<file path="src/rtl/imm_gen_pipe_if.sv">
// Decode-to-execute immediate bus: instruction/PC in, {fmt, imm, target} out, valid/ready both sides.
// out_illegal/illegal_cnt exist only when IMM_GEN_ILLEGAL_CNT_EN is defined.
interface imm_gen_pipe_if #(
  parameter int XLEN = 64
) ();
  logic            in_valid;
  logic            in_ready;
  logic [31:0]     in_instr;
  logic [XLEN-1:0] in_pc;
  logic            out_valid;
  logic            out_ready;
  logic [2:0]      out_fmt;
  logic [XLEN-1:0] out_imm;
  logic [XLEN-1:0] out_target;
`ifdef IMM_GEN_ILLEGAL_CNT_EN
  logic            out_illegal;
  logic [15:0]     illegal_cnt;

  modport master (
    output in_valid, in_instr, in_pc, out_ready,
    input  in_ready, out_valid, out_fmt, out_imm, out_target, out_illegal, illegal_cnt
  );
  modport slave (
    input  in_valid, in_instr, in_pc, out_ready,
    output in_ready, out_valid, out_fmt, out_imm, out_target, out_illegal, illegal_cnt
  );
`else
  modport master (
    output in_valid, in_instr, in_pc, out_ready,
    input  in_ready, out_valid, out_fmt, out_imm, out_target
  );
  modport slave (
    input  in_valid, in_instr, in_pc, out_ready,
    output in_ready, out_valid, out_fmt, out_imm, out_target
  );
`endif
endinterface

</file>
<file path="src/rtl/imm_gen_pipe.sv">
// RV64I immediate/target generator with DEPTH-entry output FIFO; 1-cycle latency, in_ready = !full (no path from out_ready).
// IMM_GEN_ILLEGAL_CNT_EN adds out_illegal and a saturating 16-bit count of accepted INV instructions.
module imm_gen_pipe #(
  parameter int XLEN  = 64,
  parameter int DEPTH = 2
) (
  input  logic         clk,
  input  logic         reset_n,
  imm_gen_pipe_if.slave bus
);
  localparam int PW = (DEPTH > 1) ? $clog2(DEPTH) : 1;
  localparam int CW = $clog2(DEPTH + 1);

  localparam logic [2:0] FMT_INV = 3'd0;
  localparam logic [2:0] FMT_I   = 3'd1;
  localparam logic [2:0] FMT_S   = 3'd2;
  localparam logic [2:0] FMT_B   = 3'd3;
  localparam logic [2:0] FMT_U   = 3'd4;
  localparam logic [2:0] FMT_J   = 3'd5;

  typedef struct packed {
    logic [2:0]      fmt;
    logic [XLEN-1:0] imm;
    logic [XLEN-1:0] target;
  } entry_t;

  entry_t          mem_q [DEPTH];
  entry_t          mem_d [DEPTH];
  logic [PW-1:0]   wr_ptr_q, wr_ptr_d;
  logic [PW-1:0]   rd_ptr_q, rd_ptr_d;
  logic [CW-1:0]   count_q, count_d;
  entry_t          new_entry;
  entry_t          head;
  logic [31:0]     raw32;
  logic            sgn;
  logic            push;
  logic            pop;

  function automatic logic [PW-1:0] ptr_inc(input logic [PW-1:0] p);
    return (p == PW'(DEPTH - 1)) ? '0 : p + PW'(1);
  endfunction

  // raw32 is the 32-bit sign-extended immediate; widened to XLEN below from its top bit
  always_comb begin
    sgn           = bus.in_instr[31];
    raw32         = '0;
    new_entry.fmt = FMT_INV;
    case (bus.in_instr[6:0])
      7'b0000011, 7'b0010011, 7'b0011011, 7'b1100111, 7'b1110011: begin
        new_entry.fmt = FMT_I;
        raw32 = {{20{sgn}}, bus.in_instr[31:20]};
      end
      7'b0100011: begin
        new_entry.fmt = FMT_S;
        raw32 = {{20{sgn}}, bus.in_instr[31:25], bus.in_instr[11:7]};
      end
      7'b1100011: begin
        new_entry.fmt = FMT_B;
        raw32 = {{19{sgn}}, bus.in_instr[31], bus.in_instr[7], bus.in_instr[30:25],
                 bus.in_instr[11:8], 1'b0};
      end
      7'b0110111, 7'b0010111: begin
        new_entry.fmt = FMT_U;
        raw32 = {bus.in_instr[31:12], 12'b0};
      end
      7'b1101111: begin
        new_entry.fmt = FMT_J;
        raw32 = {{11{sgn}}, bus.in_instr[31], bus.in_instr[19:12], bus.in_instr[20],
                 bus.in_instr[30:21], 1'b0};
      end
      default: begin
        new_entry.fmt = FMT_INV;
        raw32 = '0;
      end
    endcase
    new_entry.imm    = {{(XLEN-31){raw32[31]}}, raw32[30:0]};
    new_entry.target = bus.in_pc + new_entry.imm;
  end

  assign bus.in_ready  = (count_q != CW'(DEPTH));
  assign bus.out_valid = (count_q != '0);
  assign push          = bus.in_valid && bus.in_ready;
  assign pop           = bus.out_valid && bus.out_ready;

  assign head           = mem_q[rd_ptr_q];
  assign bus.out_fmt    = bus.out_valid ? head.fmt    : '0;
  assign bus.out_imm    = bus.out_valid ? head.imm    : '0;
  assign bus.out_target = bus.out_valid ? head.target : '0;

  always_comb begin
    mem_d    = mem_q;
    wr_ptr_d = wr_ptr_q;
    rd_ptr_d = rd_ptr_q;
    count_d  = count_q;
    if (push) begin
      mem_d[wr_ptr_q] = new_entry;
      wr_ptr_d        = ptr_inc(wr_ptr_q);
    end
    if (pop) begin
      rd_ptr_d = ptr_inc(rd_ptr_q);
    end
    case ({push, pop})
      2'b10:   count_d = count_q + CW'(1);
      2'b01:   count_d = count_q - CW'(1);
      default: count_d = count_q;
    endcase
  end

  always_ff @(posedge clk) begin
    if (!reset_n) begin
      wr_ptr_q <= '0;
      rd_ptr_q <= '0;
      count_q  <= '0;
    end else begin
      wr_ptr_q <= wr_ptr_d;
      rd_ptr_q <= rd_ptr_d;
      count_q  <= count_d;
    end
  end

  // storage needs no reset: outputs are masked while count is zero
  always_ff @(posedge clk) begin
    mem_q <= mem_d;
  end

`ifdef IMM_GEN_ILLEGAL_CNT_EN
  logic [15:0] illegal_cnt_q, illegal_cnt_d;

  always_comb begin
    illegal_cnt_d = illegal_cnt_q;
    if (push && (new_entry.fmt == FMT_INV) && (illegal_cnt_q != 16'hFFFF)) begin
      illegal_cnt_d = illegal_cnt_q + 16'd1;
    end
  end

  always_ff @(posedge clk) begin
    if (!reset_n) begin
      illegal_cnt_q <= '0;
    end else begin
      illegal_cnt_q <= illegal_cnt_d;
    end
  end

  assign bus.illegal_cnt = illegal_cnt_q;
  assign bus.out_illegal = bus.out_valid && (head.fmt == FMT_INV);
`endif
endmodule

</file>
<file path="src/flat_wrapper.sv">
// flat-port wrapper written by rule: the top's interface ports become plain ports
module imm_gen_pipe_flat 
#(
  parameter int XLEN  = 64,
  parameter int DEPTH = 2
)
  (clk, reset_n, bus_in_valid, bus_in_instr, bus_in_pc, bus_out_ready, bus_in_ready, bus_out_valid, bus_out_fmt, bus_out_imm, bus_out_target);
  imm_gen_pipe_if #(.XLEN(XLEN)) bus_i ();
  input  logic clk;
  input  logic reset_n;
  input wire logic [$bits(bus_i.in_valid)-1:0] bus_in_valid;
  input wire logic [$bits(bus_i.in_instr)-1:0] bus_in_instr;
  input wire logic [$bits(bus_i.in_pc)-1:0] bus_in_pc;
  input wire logic [$bits(bus_i.out_ready)-1:0] bus_out_ready;
  output wire logic [$bits(bus_i.in_ready)-1:0] bus_in_ready;
  output wire logic [$bits(bus_i.out_valid)-1:0] bus_out_valid;
  output wire logic [$bits(bus_i.out_fmt)-1:0] bus_out_fmt;
  output wire logic [$bits(bus_i.out_imm)-1:0] bus_out_imm;
  output wire logic [$bits(bus_i.out_target)-1:0] bus_out_target;
  assign bus_i.in_valid = bus_in_valid;
  assign bus_i.in_instr = bus_in_instr;
  assign bus_i.in_pc = bus_in_pc;
  assign bus_i.out_ready = bus_out_ready;
  assign bus_in_ready = bus_i.in_ready;
  assign bus_out_valid = bus_i.out_valid;
  assign bus_out_fmt = bus_i.out_fmt;
  assign bus_out_imm = bus_i.out_imm;
  assign bus_out_target = bus_i.out_target;
  imm_gen_pipe #(.XLEN(XLEN), .DEPTH(DEPTH)) u_core (.clk(clk), .reset_n(reset_n), .bus(bus_i));
endmodule
</file>
<file path="config.mk">
export PLATFORM = sky130hd
export DESIGN_NAME = imm_gen_pipe_flat
export DESIGN_NICKNAME = d
export VERILOG_FILES = /design/src/rtl/imm_gen_pipe_if.sv /design/src/rtl/imm_gen_pipe.sv /design/src/flat_wrapper.sv
export SDC_FILE = /design/constraint.sdc
export NUM_CORES = 1
export LEC_CHECK = 0
export CAP_MARGIN = 15
export CORE_ASPECT_RATIO = 0.6
export CORE_UTILIZATION = 30
export DETAILED_ROUTE_END_ITERATION = 8
export PLACE_DENSITY = 0.56
export SLEW_MARGIN = 40
export SYNTH_ARGS = -nofsm -noshare
export SYNTH_HDL_FRONTEND = slang
export SYNTH_SLANG_ARGS = --single-unit
</file>
<file path="constraint.sdc">
create_clock -name clk -period 5.8 [get_ports clk]
set_input_delay 1.16 -clock clk [delete_from_list [all_inputs] [get_ports clk]]
set_output_delay 1.16 -clock clk [all_outputs]
set_load 0.01 [all_outputs]
</file>
==> results.sh <==
export IMPL_core_area_um2=39310
export IMPL_routed_via_density=5.006
export IMPL_cts_hold_buf=0
export IMPL_synth_avg_cell_area_um2=10.78
export IMPL_cp_common_cell="buf_4"
export IMPL_synth_top_family_by_area="simple AND/OR/NAND/NOR gates"
export IMPL_grt_pass1_vias=9245
export IMPL_drc=28
export IMPL_synthMuxAreaShare=0.09571
export IMPL_overflow=0
export IMPL_numCtsBuffers=23
export IMPL_slew_headroom=0.4695
export IMPL_synth_compound_area_frac=0.1183
export IMPL_yosys_top_cells_area="edfxtp_1 49%, mux2i_1 9.5%, nor2_1 5.2%"
export IMPL_std_cell_rows=56
export IMPL_synthDistinctLibCells=81
export IMPL_cts_sinks=202
export IMPL_vias=9802
export IMPL_cts_reportedPaths_clkPinSlew_ns=0.06
export IMPL_synth_seq_cells=202
export IMPL_dp_slack_ns=-0.2289
export IMPL_h_tree_depth=1
export IMPL_portBuffers=232
export IMPL_setup_tns_ns=0
export IMPL_max_freq_mhz=183.0
export IMPL_fp_dieH_um=157.2
export IMPL_cp_cell_sequence="clkdlybuf4s50_1 > nor3_1 > o21ai_0 > o21a_1 > nor2_1 > buf_4 > nor2_1 > buf_4 > nor2b_1 > ha_1 > a211oi_2 > nor2_1 > o311a_1 > o311ai_2 > buf_4 > a2111oi_4 > nor2_2 > buf_4 > a311oi_1 > a41oi_2 > mux2i_2 > xor2_1 > buf_4"
export IMPL_violations="DRC"
export IMPL_yosys_most_used_dff="edfxtp_1"
export IMPL_tightest_slew_ns=0.7885
export IMPL_io_pins=233
export IMPL_endpoint_kind="flop"
export IMPL_drv_cap=0
export IMPL_drt_pass1_iterations=7
export IMPL_path_max_fanout=4
export IMPL_syn_area_um2=12040
export IMPL_arrival_ns=5.77
export IMPL_initial_core_util=0.3063
export IMPL_fin_crit_ns=5.466
export IMPL_grt_max_degree=79
export IMPL_status="finished, violations left"
export IMPL_dp_cells=1912
export IMPL_synthAdderAreaFrac=0.03492
export IMPL_crit_type="input port to flop"
export IMPL_globalRouteTotalUtil=0.1905
export IMPL_synth_edff_count=198
export IMPL_max_stage_delay_ns=0.49
export IMPL_drt_iter0_drc=716
export IMPL_drive_gt1_frac=0.1486
export IMPL_final_setup_viol_count=0
export IMPL_synthSimpleGateAreaFrac=0.1537
export IMPL_design_die_area_um2=40970
export IMPL_die_w_um=260.6
export IMPL_async_flop_share=0
export IMPL_powerDensity_nw_per_um2=350.8
export IMPL_clockBufferDepth=3
export IMPL_syn_nets=1250
export IMPL_synth_xor_area_share=0.05019
export IMPL_wl_per_cell_um=20.24
export IMPL_maxSlewViolCount=0
export IMPL_min_path_type="flop to flop"
export IMPL_fin_crit_sh=0.9424
export IMPL_clock_latency_ns=0.55
export IMPL_yosys_warnings=0
export IMPL_cp_data_required_time_ns=6.10
export IMPL_hold_viol=0
export IMPL_synth_seq_area_share=0.5005
export IMPL_postRouteAntennaNets=0
export IMPL_synth_top_area_frac=0.4938
export IMPL_place_gp_congestion=0.8887
export IMPL_start_kind="input port"
export IMPL_synthCells=1117
export IMPL_setup_ws_ns=0.3343
export IMPL_hold_ws_ns=0.5678
export IMPL_slowest_stage="clkdlybuf4s50_1"
export IMPL_peakVddDrop_mv=0.2921
export IMPL_syn_to_final_growth_pct=35.93
export IMPL_rsz0062_at_grt="false"
export IMPL_nets=1551
export IMPL_wl_mm=39.63
export IMPL_cts_root_buffer="clkbuf_16"
export IMPL_synth_area_leader_cell="edfxtp_1"
export IMPL_cellLeakagePower_nw=6.056
export IMPL_grt_pass1_wl_mm=58.31
export IMPL_antenna_found_initial=3
export IMPL_hpwl_mm=30.17
export IMPL_stdcell_count=1958
export IMPL_finClkSkew_ns=0.02873
export IMPL_tritoncts="built"
## per-layer routing
metal  vias up  GRT usage  share of wire
met4         0    0.04288          0.020
li1       4723          -              -
met1      4721     0.2966           0.51
met5         -          0              0
met3        46    0.03510          0.062
met2       312     0.2674           0.41
## report_power, final
group	leakage, nW	internal [mW]	switching, mW	total, mW
Clock	0.325	0.738	0.611	1.35
Sequential	1.92	1.85	0.0754	1.93
Combinational	3.81	1.19	1.27	2.46
## state kept, by name (all words and copies together), names as in the netlist
register         count
u_core.mem_q       198
u_core.count_q       2
u_core.wr_ptr_q      1
u_core.rd_ptr_q      1
## critical path: cells and delay by family
| family | cells | cell delay [ns] |
|---|---|---|
| buffers and inverters | 6 | 1.28 |
| and+or+nand+nor | 6 | 1.06 |
| xor gates and xnor gates | 1 | 0.17 |
| AOI/OAI and AO/OA | 8 | 1.59 |
| adders and majority gates | 1 | 0.27 |
| muxes | 1 | 0.22 |
## worst paths after layout
kind,from,to,depth (start not counted),slack [ns]
worst max-delay path,bus_in_instr[6],u_core.mem_q[57],23,0.33
worst max register to register,u_core.count_q[0],u_core.mem_q[26],3,3.56
worst min-delay path,u_core.count_q[1],u_core.count_q[1],2,0.57
worst min register to register,u_core.count_q[1],u_core.count_q[1],2,0.57
## final cells by class
type	count	area [um^2]
inverters	12	45.04
fillers	3761	22940
repair buffers	373	3448
clock inverters	12	86.33
well taps	522	653.1
clock buffers	28	594.3
flip-flops and latches	202	6030
diodes	3	7.507
multi-input cells	806	5503
## cell families (layout without fill, tap and decap cells)
| logic type | Yosys count | after routing |
|---|---|---|
| DFF | 202 | 202 |
| AOI/OAI and AO/OA | 196 | 196 |
| other | 0 | 3 |
| and+or+nand+nor | 393 | 393 |
| adders and majority gates | 33 | 33 |
| xor gates and xnor gates | 69 | 69 |
| buffers and inverters | 109 | 425 |
| muxes | 115 | 115 |
## cells in the final DEF (no fill, tap or decap), types with 5 or more instances in the layout
cell type and n:
clkdlybuf4s50_1 232, edfxtp_1 198, nor2_1 163, buf_4 136
mux2i_1 113, nand2_1 63, a21oi_1 47, xnor2_1 47
a21o_1 37, nor3_1 32, ha_1 32, nand3_1 29
clkbuf_16 24, o21ai_0 23, xor2_1 22, nand4_1 20
a31oi_1 16, nor2b_1 13, nor4_1 13, or3_1 12
inv_1 11, and3_1 10, and2_1 8, nand2b_1 7
o21bai_1 6, a22o_1 5, o211ai_1 5, clkbuf_1 5
## Yosys cell counts (13+ instances only)
library cell and count:
a31oi_1 16, nand2_1 63, mux2i_1 114, o21ai_0 23
a21oi_1 47, nor4_1 13, edfxtp_1 198, nor3_1 33
xnor2_1 47, nor2b_1 13, nand3_1 29, nor2_1 166
nand4_1 20, a21o_1 37, ha_1 32, buf_4 34
xor2_1 22, clkbuf_1 49
## per-stage QoR
stage / total power, mW / area [um^2] / utilization
CTS: 5.798 / 16290 / 0.4144
detailed placement: 4.436 / 15610 / 0.3971
global placement: 4.418 / 15610 / 0.3970
finish: 5.741 / 16370 / 0.4164
global route: 6.040 / 16370 / 0.4164
floorplan: 3.229 / 12040 / -
## what timing repair did
action                     in CTS  in global routing
resized for setup               0                  3
setup buffers                   0                  1
setup endpoints to repair       0                  2
Power figures use the tool's default switching activity.
